### src/rtl/lsu_pkg.sv
// Shared types and constants for the load/store sequencer slice.
//   lsu_state_t : sequencer FSM states
//   F3_*        : funct3 access size/sign encodings
//   lsu_ctx_t   : per-access context kept while the bus transaction is in flight
package lsu_pkg;

    localparam int unsigned BE_WIDTH = 4;
    localparam int unsigned WORD_W   = 32;

    typedef enum logic [1:0] {
        ST_IDLE = 2'd0,
        ST_REQ  = 2'd1,
        ST_WAIT = 2'd2,
        ST_DONE = 2'd3
    } lsu_state_t;

    localparam logic [2:0] F3_B  = 3'b000;
    localparam logic [2:0] F3_H  = 3'b001;
    localparam logic [2:0] F3_W  = 3'b010;
    localparam logic [2:0] F3_BU = 3'b100;
    localparam logic [2:0] F3_HU = 3'b101;

    typedef struct packed {
        logic       we;
        logic [2:0] funct3;
        logic [1:0] offset;
    } lsu_ctx_t;

endpackage

### src/rtl/lsu_sequencer_if.sv
// Handshaked data-memory bus between the load/store sequencer and memory.
//   master : sequencer side (drives request fields, receives gnt/rvalid/rdata)
//   slave  : memory side
interface lsu_sequencer_if #(
    parameter int unsigned ADDR_W = 32,
    parameter int unsigned DATA_W = 32
) ();
    logic              bus_req_o;
    logic              bus_we_o;
    logic [ADDR_W-1:0] bus_addr_o;
    logic [3:0]        bus_be_o;
    logic [DATA_W-1:0] bus_wdata_o;
    logic              bus_gnt_i;
    logic              bus_rvalid_i;
    logic [DATA_W-1:0] bus_rdata_i;

    modport master (
        output bus_req_o, bus_we_o, bus_addr_o, bus_be_o, bus_wdata_o,
        input  bus_gnt_i, bus_rvalid_i, bus_rdata_i
    );

    modport slave (
        input  bus_req_o, bus_we_o, bus_addr_o, bus_be_o, bus_wdata_o,
        output bus_gnt_i, bus_rvalid_i, bus_rdata_i
    );
endinterface

### src/rtl/lsu_align.sv
// Combinational byte-lane logic for a 32-bit data bus.
//   Request side: funct3/offset/wdata -> byte enables, replicated store data,
//                 misalign and illegal-funct3 flags.
//   Load side   : latched funct3/offset + bus read data -> extended load result.
module lsu_align
    import lsu_pkg::*;
(
    input  logic [2:0]          funct3,
    input  logic [1:0]          offset,
    input  logic [WORD_W-1:0]   wdata,
    output logic [BE_WIDTH-1:0] be_c,
    output logic [WORD_W-1:0]   wdata_c,
    output logic                misalign_c,
    output logic                illegal_f3_c,
    input  logic [2:0]          ld_funct3,
    input  logic [1:0]          ld_offset,
    input  logic [WORD_W-1:0]   rdata,
    output logic [WORD_W-1:0]   ld_data_c
);

    logic [7:0]  ld_byte;
    logic [15:0] ld_half;

    // Request-side lane placement and legality.
    always_comb begin
        be_c         = '0;
        wdata_c      = '0;
        misalign_c   = 1'b0;
        illegal_f3_c = 1'b0;
        case (funct3)
            F3_B, F3_BU: begin
                be_c    = 4'b0001 << offset;
                wdata_c = {4{wdata[7:0]}};
            end
            F3_H, F3_HU: begin
                be_c       = 4'b0011 << {offset[1], 1'b0};
                wdata_c    = {2{wdata[15:0]}};
                misalign_c = offset[0];
            end
            F3_W: begin
                be_c       = 4'b1111;
                wdata_c    = wdata;
                misalign_c = |offset;
            end
            default: illegal_f3_c = 1'b1;
        endcase
    end

    // Load-side lane select and sign/zero extension.
    always_comb begin
        ld_byte   = 8'(rdata >> {ld_offset, 3'b000});
        ld_half   = ld_offset[1] ? rdata[31:16] : rdata[15:0];
        ld_data_c = rdata;
        case (ld_funct3)
            F3_B:    ld_data_c = {{24{ld_byte[7]}}, ld_byte};
            F3_BU:   ld_data_c = {24'd0, ld_byte};
            F3_H:    ld_data_c = {{16{ld_half[15]}}, ld_half};
            F3_HU:   ld_data_c = {16'd0, ld_half};
            default: ld_data_c = rdata;
        endcase
    end

endmodule

### src/rtl/lsu_sequencer.sv
// Multi-cycle load/store sequencer: one bus transaction per memrd/memw request,
// stalls the core until the access completes, flags illegal accesses and
// aborts transactions that exceed TIMEOUT_CYCLES (0 disables the timeout).
//   clk_i/rst_i          : clock, synchronous active-high reset
//   memrd_i/memw_i       : load/store request from decode
//   funct3_i/addr_i/wdata_i : access size/sign, effective address, store data
//   stall_o              : combinational PC/regfile hold
//   rdata_o/done_o       : extended load data, retire pulse
//   err_o/timeout_o      : illegal-access pulse, bus-timeout pulse
//   bus                  : data-memory bus (master side)
module lsu_sequencer
    import lsu_pkg::*;
#(
    parameter int unsigned ADDR_W         = 32,
    parameter int unsigned DATA_W         = 32,
    parameter int unsigned TIMEOUT_CYCLES = 255
) (
    input  logic              clk_i,
    input  logic              rst_i,
    input  logic              memrd_i,
    input  logic              memw_i,
    input  logic [2:0]        funct3_i,
    input  logic [ADDR_W-1:0] addr_i,
    input  logic [DATA_W-1:0] wdata_i,
    output logic              stall_o,
    output logic [DATA_W-1:0] rdata_o,
    output logic              done_o,
    output logic              err_o,
    output logic              timeout_o,
    lsu_sequencer_if.master   bus
);

    localparam int unsigned CNT_W = (TIMEOUT_CYCLES < 2) ? 1 : $clog2(TIMEOUT_CYCLES + 1);

    lsu_state_t          state_q, state_d;
    lsu_ctx_t            ctx_q;
    logic [CNT_W-1:0]    tmo_cnt_q;

    logic [BE_WIDTH-1:0] be_c;
    logic [WORD_W-1:0]   wdata_c;
    logic [WORD_W-1:0]   ld_data_c;
    logic                misalign_c, illegal_f3_c;

    logic access_c, illegal_c, accept_c, tmo_hit_c, complete_c, abort_c;
    logic req_d, done_d, err_d, timeout_d;

    lsu_align u_align (
        .funct3       (funct3_i),
        .offset       (addr_i[1:0]),
        .wdata        (wdata_i),
        .be_c         (be_c),
        .wdata_c      (wdata_c),
        .misalign_c   (misalign_c),
        .illegal_f3_c (illegal_f3_c),
        .ld_funct3    (ctx_q.funct3),
        .ld_offset    (ctx_q.offset),
        .rdata        (bus.bus_rdata_i),
        .ld_data_c    (ld_data_c)
    );

    // Request qualification and in-flight completion/abort conditions.
    always_comb begin
        access_c   = memrd_i | memw_i;
        illegal_c  = (memrd_i & memw_i) | illegal_f3_c | misalign_c;
        accept_c   = (state_q == ST_IDLE) & access_c & ~illegal_c;
        tmo_hit_c  = (TIMEOUT_CYCLES != 0) && ((32'(tmo_cnt_q) + 32'd1) == TIMEOUT_CYCLES);
        complete_c = ((state_q == ST_REQ) & bus.bus_gnt_i & bus.bus_rvalid_i) |
                     ((state_q == ST_WAIT) & bus.bus_rvalid_i);
        abort_c    = ((state_q == ST_REQ) | (state_q == ST_WAIT)) & tmo_hit_c & ~complete_c;
    end

    // State register and timeout counter.
    always_ff @(posedge clk_i) begin
        if (rst_i) begin
            state_q   <= ST_IDLE;
            tmo_cnt_q <= '0;
        end else begin
            state_q <= state_d;
            if ((state_q == ST_REQ) || (state_q == ST_WAIT)) begin
                tmo_cnt_q <= tmo_cnt_q + CNT_W'(1);
            end else begin
                tmo_cnt_q <= '0;
            end
        end
    end

    // Next-state logic; a response arriving in the timeout cycle still wins.
    always_comb begin
        state_d = state_q;
        case (state_q)
            ST_IDLE: if (accept_c) state_d = ST_REQ;
            ST_REQ: begin
                if (complete_c || abort_c) state_d = ST_DONE;
                else if (bus.bus_gnt_i)    state_d = ST_WAIT;
            end
            ST_WAIT: if (complete_c || abort_c) state_d = ST_DONE;
            ST_DONE: state_d = ST_IDLE;
            default: state_d = ST_IDLE;
        endcase
    end

    // Output decode: stall is combinational, the rest feed output flops.
    always_comb begin
        stall_o   = ~rst_i & (accept_c | (state_q == ST_REQ) | (state_q == ST_WAIT));
        req_d     = (state_d == ST_REQ);
        done_d    = complete_c;
        timeout_d = abort_c;
        err_d     = (state_q == ST_IDLE) & access_c & illegal_c;
    end

    // Registered outputs and latched request fields.
    always_ff @(posedge clk_i) begin
        if (rst_i) begin
            bus.bus_req_o   <= 1'b0;
            bus.bus_we_o    <= 1'b0;
            bus.bus_addr_o  <= '0;
            bus.bus_be_o    <= '0;
            bus.bus_wdata_o <= '0;
            rdata_o         <= '0;
            done_o          <= 1'b0;
            err_o           <= 1'b0;
            timeout_o       <= 1'b0;
            ctx_q           <= '0;
        end else begin
            bus.bus_req_o <= req_d;
            done_o        <= done_d;
            err_o         <= err_d;
            timeout_o     <= timeout_d;
            if (accept_c) begin
                bus.bus_we_o    <= memw_i;
                bus.bus_addr_o  <= {addr_i[ADDR_W-1:2], 2'b00};
                bus.bus_be_o    <= be_c;
                bus.bus_wdata_o <= DATA_W'(wdata_c);
                ctx_q           <= '{we: memw_i, funct3: funct3_i, offset: addr_i[1:0]};
            end
            // Stores never disturb the last load result.
            if (complete_c && !ctx_q.we) begin
                rdata_o <= DATA_W'(ld_data_c);
            end else if (abort_c && !ctx_q.we) begin
                rdata_o <= '0;
            end
        end
    end

endmodule

### src/flat_wrapper.sv
// flat-port wrapper written by rule: the top's interface ports become plain ports
module lsu_sequencer_flat import lsu_pkg::*;
#(
    parameter int unsigned ADDR_W         = 32,
    parameter int unsigned DATA_W         = 32,
    parameter int unsigned TIMEOUT_CYCLES = 255
)
  (clk_i, rst_i, memrd_i, memw_i, funct3_i, addr_i, wdata_i, stall_o, rdata_o, done_o, err_o, timeout_o, bus_bus_req_o, bus_bus_we_o, bus_bus_addr_o, bus_bus_be_o, bus_bus_wdata_o, bus_bus_gnt_i, bus_bus_rvalid_i, bus_bus_rdata_i);
  lsu_sequencer_if #(.ADDR_W(ADDR_W), .DATA_W(DATA_W)) bus_i ();
  input  logic clk_i;
  input  logic rst_i;
  input  logic memrd_i;
  input  logic memw_i;
  input  logic [2:0] funct3_i;
  input  logic [ADDR_W-1:0] addr_i;
  input  logic [DATA_W-1:0] wdata_i;
  output logic stall_o;
  output logic [DATA_W-1:0] rdata_o;
  output logic done_o;
  output logic err_o;
  output logic timeout_o;
  output wire logic [$bits(bus_i.bus_req_o)-1:0] bus_bus_req_o;
  output wire logic [$bits(bus_i.bus_we_o)-1:0] bus_bus_we_o;
  output wire logic [$bits(bus_i.bus_addr_o)-1:0] bus_bus_addr_o;
  output wire logic [$bits(bus_i.bus_be_o)-1:0] bus_bus_be_o;
  output wire logic [$bits(bus_i.bus_wdata_o)-1:0] bus_bus_wdata_o;
  input wire logic [$bits(bus_i.bus_gnt_i)-1:0] bus_bus_gnt_i;
  input wire logic [$bits(bus_i.bus_rvalid_i)-1:0] bus_bus_rvalid_i;
  input wire logic [$bits(bus_i.bus_rdata_i)-1:0] bus_bus_rdata_i;
  assign bus_bus_req_o = bus_i.bus_req_o;
  assign bus_bus_we_o = bus_i.bus_we_o;
  assign bus_bus_addr_o = bus_i.bus_addr_o;
  assign bus_bus_be_o = bus_i.bus_be_o;
  assign bus_bus_wdata_o = bus_i.bus_wdata_o;
  assign bus_i.bus_gnt_i = bus_bus_gnt_i;
  assign bus_i.bus_rvalid_i = bus_bus_rvalid_i;
  assign bus_i.bus_rdata_i = bus_bus_rdata_i;
  lsu_sequencer #(.ADDR_W(ADDR_W), .DATA_W(DATA_W), .TIMEOUT_CYCLES(TIMEOUT_CYCLES)) u_core (.clk_i(clk_i), .rst_i(rst_i), .memrd_i(memrd_i), .memw_i(memw_i), .funct3_i(funct3_i), .addr_i(addr_i), .wdata_i(wdata_i), .stall_o(stall_o), .rdata_o(rdata_o), .done_o(done_o), .err_o(err_o), .timeout_o(timeout_o), .bus(bus_i));
endmodule
### config.mk
export PLATFORM = sky130hd
export DESIGN_NAME = lsu_sequencer_flat
export DESIGN_NICKNAME = d
export VERILOG_FILES = /design/src/rtl/lsu_pkg.sv /design/src/rtl/lsu_sequencer_if.sv /design/src/rtl/lsu_align.sv /design/src/rtl/lsu_sequencer.sv /design/src/flat_wrapper.sv
export SDC_FILE = /design/constraint.sdc
export NUM_CORES = 1
export LEC_CHECK = 0
export BUFFER_PORTS_ARGS = -buffer_cell sky130_fd_sc_hd__buf_2
export CAP_MARGIN = 15
export CORE_ASPECT_RATIO = 2
export CORE_MARGIN = 2
export CORE_UTILIZATION = 52
export DETAILED_ROUTE_END_ITERATION = 16
export PLACE_DENSITY_LB_ADDON = 0.15
export SETUP_SLACK_MARGIN = 0.4
export SYNTH_ARGS = -nofsm -noshare
export SYNTH_HDL_FRONTEND = slang
export SYNTH_SLANG_ARGS = --single-unit
### constraint.sdc
create_clock -name clk_i -period 5.4 [get_ports clk_i]
set_input_delay 1.08 -clock clk_i [delete_from_list [all_inputs] [get_ports clk_i]]
set_output_delay 1.08 -clock clk_i [all_outputs]
set_load 0.005 [all_outputs]
---- Word-level counts from Yosys, hierarchy flattened ----
Index checks and enable logic that the tools add are counted.
operators by class
  add/subtract/negate cells ............... 2
  eq/ne operators ......................... 12
  shifts and indexed selects .............. 3
  multiplexer cells ....................... 13
  bitwise logic cells ..................... 21
  reductions and logical operators ........ 14
operators with widths
  operator                                                                 number
  32-bit case mux with 4 select lines                                      1
  32-bit case mux with 3 select lines                                      1
  32-bit 2-to-1 mux                                                        2
  32-bit by 8-bit equality test with 1-bit output (second input constant)  1
  32-bit by 5-bit right shift with 8-bit output                            1
  16-bit 2-to-1 mux                                                        1
  3-bit equality test (second input constant)                              4
  4-bit case mux with 3 select lines                                       1
  1-bit bitwise AND                                                        10
  8-bit by 1-bit adder with 9-bit output (second input constant)           1
  8-bit by 1-bit adder with 8-bit output (second input constant)           1
  2-bit 2-to-1 mux                                                         4
  2-bit case mux with 4 select lines                                       1
  2-bit OR reduction                                                       4
  1-bit OR                                                                 7
  3-bit by 1-bit equality test with 1-bit output (second input constant)   2
  3-bit zero test                                                          2
  5-bit OR reduction                                                       1
  2-bit by 1-bit equality test with 1-bit output (second input constant)   2
  2-bit equality test (second input constant)                              2
  1-bit inverter                                                           4
  1-bit by 2-bit << shifter with 4-bit output (first input constant)       1
  2-bit by 2-bit << shifter with 4-bit output (first input constant)       1
  3-bit by 2-bit equality test with 1-bit output (second input constant)   1
  other kinds (7)                                                          9
storage, ports and cells
  flip-flop bits (word level) ............. 118
  input bits .............................. 105
  output and inout bits ................... 106
  logic and storage cells ................. 78

---- Longest topological paths before layout ----
  depth after elaboration ................. 10
  mapped depth ............................ 8
  depth with buffers taken out ............ 7

---- Cells and area by module ----
From an unflattened synthesis, not the netlist that was laid out.
second synthesis, totals
  cell total of the unflattened synthesis .. 740
  area total of the unflattened synthesis .. 5607.9 µm²
by module, submodules not included
  module         times used  cells an instance  area an instance (µm²)  seq. area each (µm²)
  lsu_sequencer  1           539                4435.5                  2362.3
  lsu_align      1           201                1172.4                  0.0

---- Worst setup path before layout ----
OpenSTA, ideal clock, no wires.
  path kind ............................... input port to output port
  from .................................... in funct3_i[2]
  to ...................................... out stall_o
  arrival time ............................ 2183 ps
  data required time ...................... 4320 ps
  slack ................................... 2137 ps
  stages .................................. 5
  buffers on the path ..................... 2
  cells stage by stage .................... nor4_1 > o211ai_1 > clkbuf_1 > clkbuf_1 > a21oi_1
between the ends
  longest elaborated chain between the ends .. 10
  elaborated cells on any way between the ends .. 16
  those cells by class .................... eq/ne (4); mux (2); bitwise (7); reduce/logical (3)
ends and longest elaborated chain
  element                                                                       RTL line              text
  from (decl)                                                                   flat_wrapper.sv:14    input logic [2:0] funct3_i;
  3-bit by 2-bit equality test with 1-bit output, or another cell as far along  lsu_align.sv:30       case (funct3)
  5-bit OR reduction (no line)                                                  -
  1-bit 2-to-1 mux                                                              lsu_align.sv:30
  1-bit OR                                                                      lsu_sequencer.sv:64   illegal_c = (memrd_i & memw_i) | illegal_f3_c | misalign_c;
  1-bit OR *                                                                    lsu_sequencer.sv:64
  1-bit inverter *                                                              lsu_sequencer.sv:65   accept_c = (state_q == ST_IDLE) & access_c & ~illegal_c;
  1-bit bitwise AND *                                                           lsu_sequencer.sv:65
  1-bit OR * (2 in a row)                                                       lsu_sequencer.sv:104  stall_o = ~rst_i & (accept_c | (state_q == ST_REQ) | (state_q == ST_WAIT));
  1-bit bitwise AND *                                                           lsu_sequencer.sv:104
  to (decl)                                                                     flat_wrapper.sv:17    output logic stall_o;
Mark *: on every way between the ends. The rest lies on a longest branch, timed or not.

---- Final worst setup path ----
  from .................................... in funct3_i[0]
  to ...................................... out stall_o
Same word-level chain as after synthesis.

==> results.json <==
{
  "post-cts-setup-buffer-count": 0,
  "drive_gt1_frac": 0.3148,
  "slowest_delay_ns": 0.46,
  "num_io_pins": 211,
  "p_sw_mw": 0.8537,
  "period_needed_ns": 3.307,
  "yosysTopAreaCellShare": 0.4501,
  "drtIter0Drc": 284,
  "path_clk_slew_ns": 0.05,
  "cts_root_buf": "clkbuf_16",
  "slew_violations": 0,
  "gp_congestion": 0.9289,
  "vdd_drop_max_uv": 291.0,
  "post_cts_resized": 0,
  "rr_worst_depth": 4,
  "met2WireLength_um": 8436,
  "vias": 5454,
  "drt-total-wl_um": 15970,
  "rsz0062_at_grt": "no",
  "route.top_layer_used": "met4",
  "tns_ns": 0,
  "status": "completed",
  "p_clk_frac": 0.432,
  "post-route-period-util": 0.6123,
  "start_kind": "input port",
  "tightest_slew_ns": 1.098,
  "synth.distinct_cells": 57,
  "drcViolationCount": 0,
  "cts.sinks": 118,
  "nNetsFinal": 943,
  "worst_slack_ns": 2.093,
  "syn_area_um2": 5249,
  "first_global_vias": 5269,
  "p_comb_frac": 0.217,
  "p_leak_nw": 3.077,
  "yosysWarnings": 0,
  "die-area_um2": 10960,
  "synthArstFlopShare": 0,
  "ff2ff_setup_slack_ns": 2.77,
  "die_width_um": 75.04,
  "grt_start_max_net_pins": 74,
  "p_total_mw": 3.039,
  "track_usage": 0.2886,
  "syn-instance-count": 648,
  "power_density_nw_per_um2": 436.7,
  "path_max_fanout": 23,
  "core_um2": 9763,
  "holdPathEnd": "u_core.bus.bus_addr_o[4]",
  "max_cap_violations": 0,
  "wl_met3_um": 1236,
  "hold_viol_final": 0,
  "nFillCells": 785,
  "synth-main-ff-cell": "dfxtp_1",
  "hpwl_um": 11830,
  "setup_viol": 0,
  "slew-limit-headroom": 0.2668,
  "fin_skew_ns": 0.007224,
  "yosysTopAreaCell": "dfxtp_1",
  "synthTopCellsByArea": "dfxtp_1 45%, nand2_1 8.4%, a21oi_1 8.0%",
  "critical_path_class": "in2out",
  "cts_max_path_buffers": 2,
  "synth_edf_count": 0,
  "post_drt_wl_per_cell_um": 16.33,
  "overflow": 0,
  "critPathCaptureType": "output port",
  "synthTopCellsByCount": "118 x dfxtp_1, 118 x nand2_1, 84 x a21oi_1, 69 x nor2_1",
  "min-delay-start": "u_core.bus.bus_addr_o[4]",
  "drt-vias-per-instance": 5.577,
  "antenna_found_initial": 1,
  "htree_num_levels": 4,
  "drt_first_pass_iters": 5,
  "switching_share": 0.2809,
  "critPathSlowestCell": "nor4_1",
  "cts_hold_buf": 0,
  "cts_tree": "done",
  "port_buffers": 208,
  "p_seq_frac": 0.351,
  "seq_area_frac_synth": 0.4501,
  "start_util": 0.5376,
  "cp_data_required_time_ns": 4.32,
  "row_count": 51,
  "wl_met1_um": 5520,
  "clkLatencyLatePin_ns": 0.41,
  "numCtsBuffers": 17,
  "min_delay_path_depth": 2,
  "worstPathCellList": "buf_2 > nor4_1 > o211ai_1 > a21oi_1 > buf_2",
  "place_worst_setup_slack_ns": 1.850,
  "syn_area_per_cell_um2": 8.100,
  "internal-power_mw": 2.186,
  "path_common_cell": "buf_2",
  "grt_pass1_wl_um": 24570,
  "r2r-start": "u_core.ctx_q[1]",
  "synthToLayoutAreaGrowth_pct": 32.61,
  "die_y_um": 146.1,
  "hp-class": "reg2reg",
  "synth_seq_cells": 118,
  "postRouteAntennaNets": 0,
  "crit_arrival_ns": 2.23,
  "r2r_end": "u_core.rdata_o[8]",
  "fmax_mhz": 302.4
}
## area by class of cell
cell class              count  area (µm²)  share of cell area
multi-input cells         467        2596              0.3730
flip-flops and latches    118        2362              0.3394
repair buffers            213        1086              0.1560
clock buffers              24       501.7             0.07208
clock inverters             8       190.2             0.02732
well taps                 132       165.2             0.02373
inverters                  15       56.30            0.008089
diodes                      1       2.502           0.0003595
## through the flow
stage | hold slack (ns) | std cells | util | area [µm²]
floorplan | 0.4374 | 649 | - | 5253
global placement | 0.4381 | 944 | 0.6403 | 6251
detailed placement | 0.4412 | 944 | 0.6403 | 6251
CTS | 0.4526 | 976 | 0.7111 | 6943
global route | 0.4689 | 978 | 0.7129 | 6960
finish | 0.4525 | 978 | 0.7129 | 6960
## metal layers
layer | global-route usage | vias to the layer above
met5 | 0 | -
met4 | 0.1536 | 0
met3 | 0.08765 | 60
met2 | 0.5053 | 267
met1 | 0.2910 | 2511
li1 | - | 2616
## sequential cells by signal (all words and copies together), names as in the netlist
name                    flops
u_core.done_o               1
u_core.bus.bus_req_o        1
u_core.tmo_cnt_q            8
u_core.state_q              2
u_core.timeout_o            1
u_core.rdata_o             32
u_core.err_o                1
u_core.bus.bus_addr_o      30
u_core.bus.bus_wdata_o     32
u_core.bus.bus_be_o         4
u_core.ctx_q                6
## logic make-up after synthesis
logic type,after synthesis,synth area share
AO/OA/AOI/OAI,172,0.2110
XOR/XNOR,6,0.01001
adder cells (fa/ha/maj),7,0.01621
buffers and inverters,64,0.05697
flip-flops,118,0.4501
multiplexers,10,0.02575
other,1,0.0007145
AND/OR/NAND/NOR,270,0.2293
## power groups by stage
stage | registers (mW) | logic, mW | clock network [mW]
3_5_place_dp | 1.09 | 0.650 | 0
3_3_place_gp | 1.08 | 0.633 | 0
4_1_cts | 1.07 | 0.655 | 1.32
5_1_grt | 1.08 | 0.728 | 1.37
2_1_floorplan | 1.07 | 0.414 | 0
6_report | 1.07 | 0.659 | 1.31
## worst max-delay path: cells and delay by family
family	cells	cell delay, ns
buf+inv	2	0.36
simple gates	1	0.46
compound gates	2	0.32
## worst max path at each step
stage	start	to	slack, ns
2_1_floorplan	funct3_i[2]	stall_o	2.14
3_3_place_gp	funct3_i[0]	u_core.bus.bus_addr_o[3]	1.94
3_5_place_dp	funct3_i[0]	u_core.bus.bus_addr_o[27]	1.85
4_1_cts	funct3_i[0]	stall_o	2.08
5_1_grt	funct3_i[0]	stall_o	2.01
6_report	funct3_i[0]	stall_o	2.09
## placed cells by master (no fill, tap or decap), drive strengths merged, types with 2 or more instances in the layout
| cell | synthesis | layout |
|---|---|---|
| xor2 | 5 | 5 |
| conb | 1 | 2 |
| nand2 | 120 | 120 |
| clkinv | 0 | 2 |
| nor4b | 2 | 2 |
| buf | 17 | 213 |
| o2bb2ai | 17 | 17 |
| a32oi | 7 | 7 |
| nand2b | 7 | 7 |
| inv | 15 | 15 |
| and2 | 3 | 3 |
| mux2 | 8 | 8 |
| a21oi | 84 | 84 |
| o221ai | 7 | 7 |
| o21ai | 27 | 27 |
| mux4 | 2 | 2 |
| or2b | 2 | 2 |
| nor3b | 2 | 2 |
| nor2 | 70 | 70 |
| nand3 | 11 | 11 |
| nor2b | 13 | 13 |
| bufinv | 0 | 6 |
| dfxtp | 118 | 118 |
| nor4 | 3 | 3 |
| nor3 | 31 | 31 |
| ha | 6 | 6 |
| a211oi | 13 | 13 |
| or3 | 3 | 3 |
| a32o | 7 | 7 |
| clkbuf | 31 | 24 |
No activity file was read; power rests on OpenSTA's default activity.
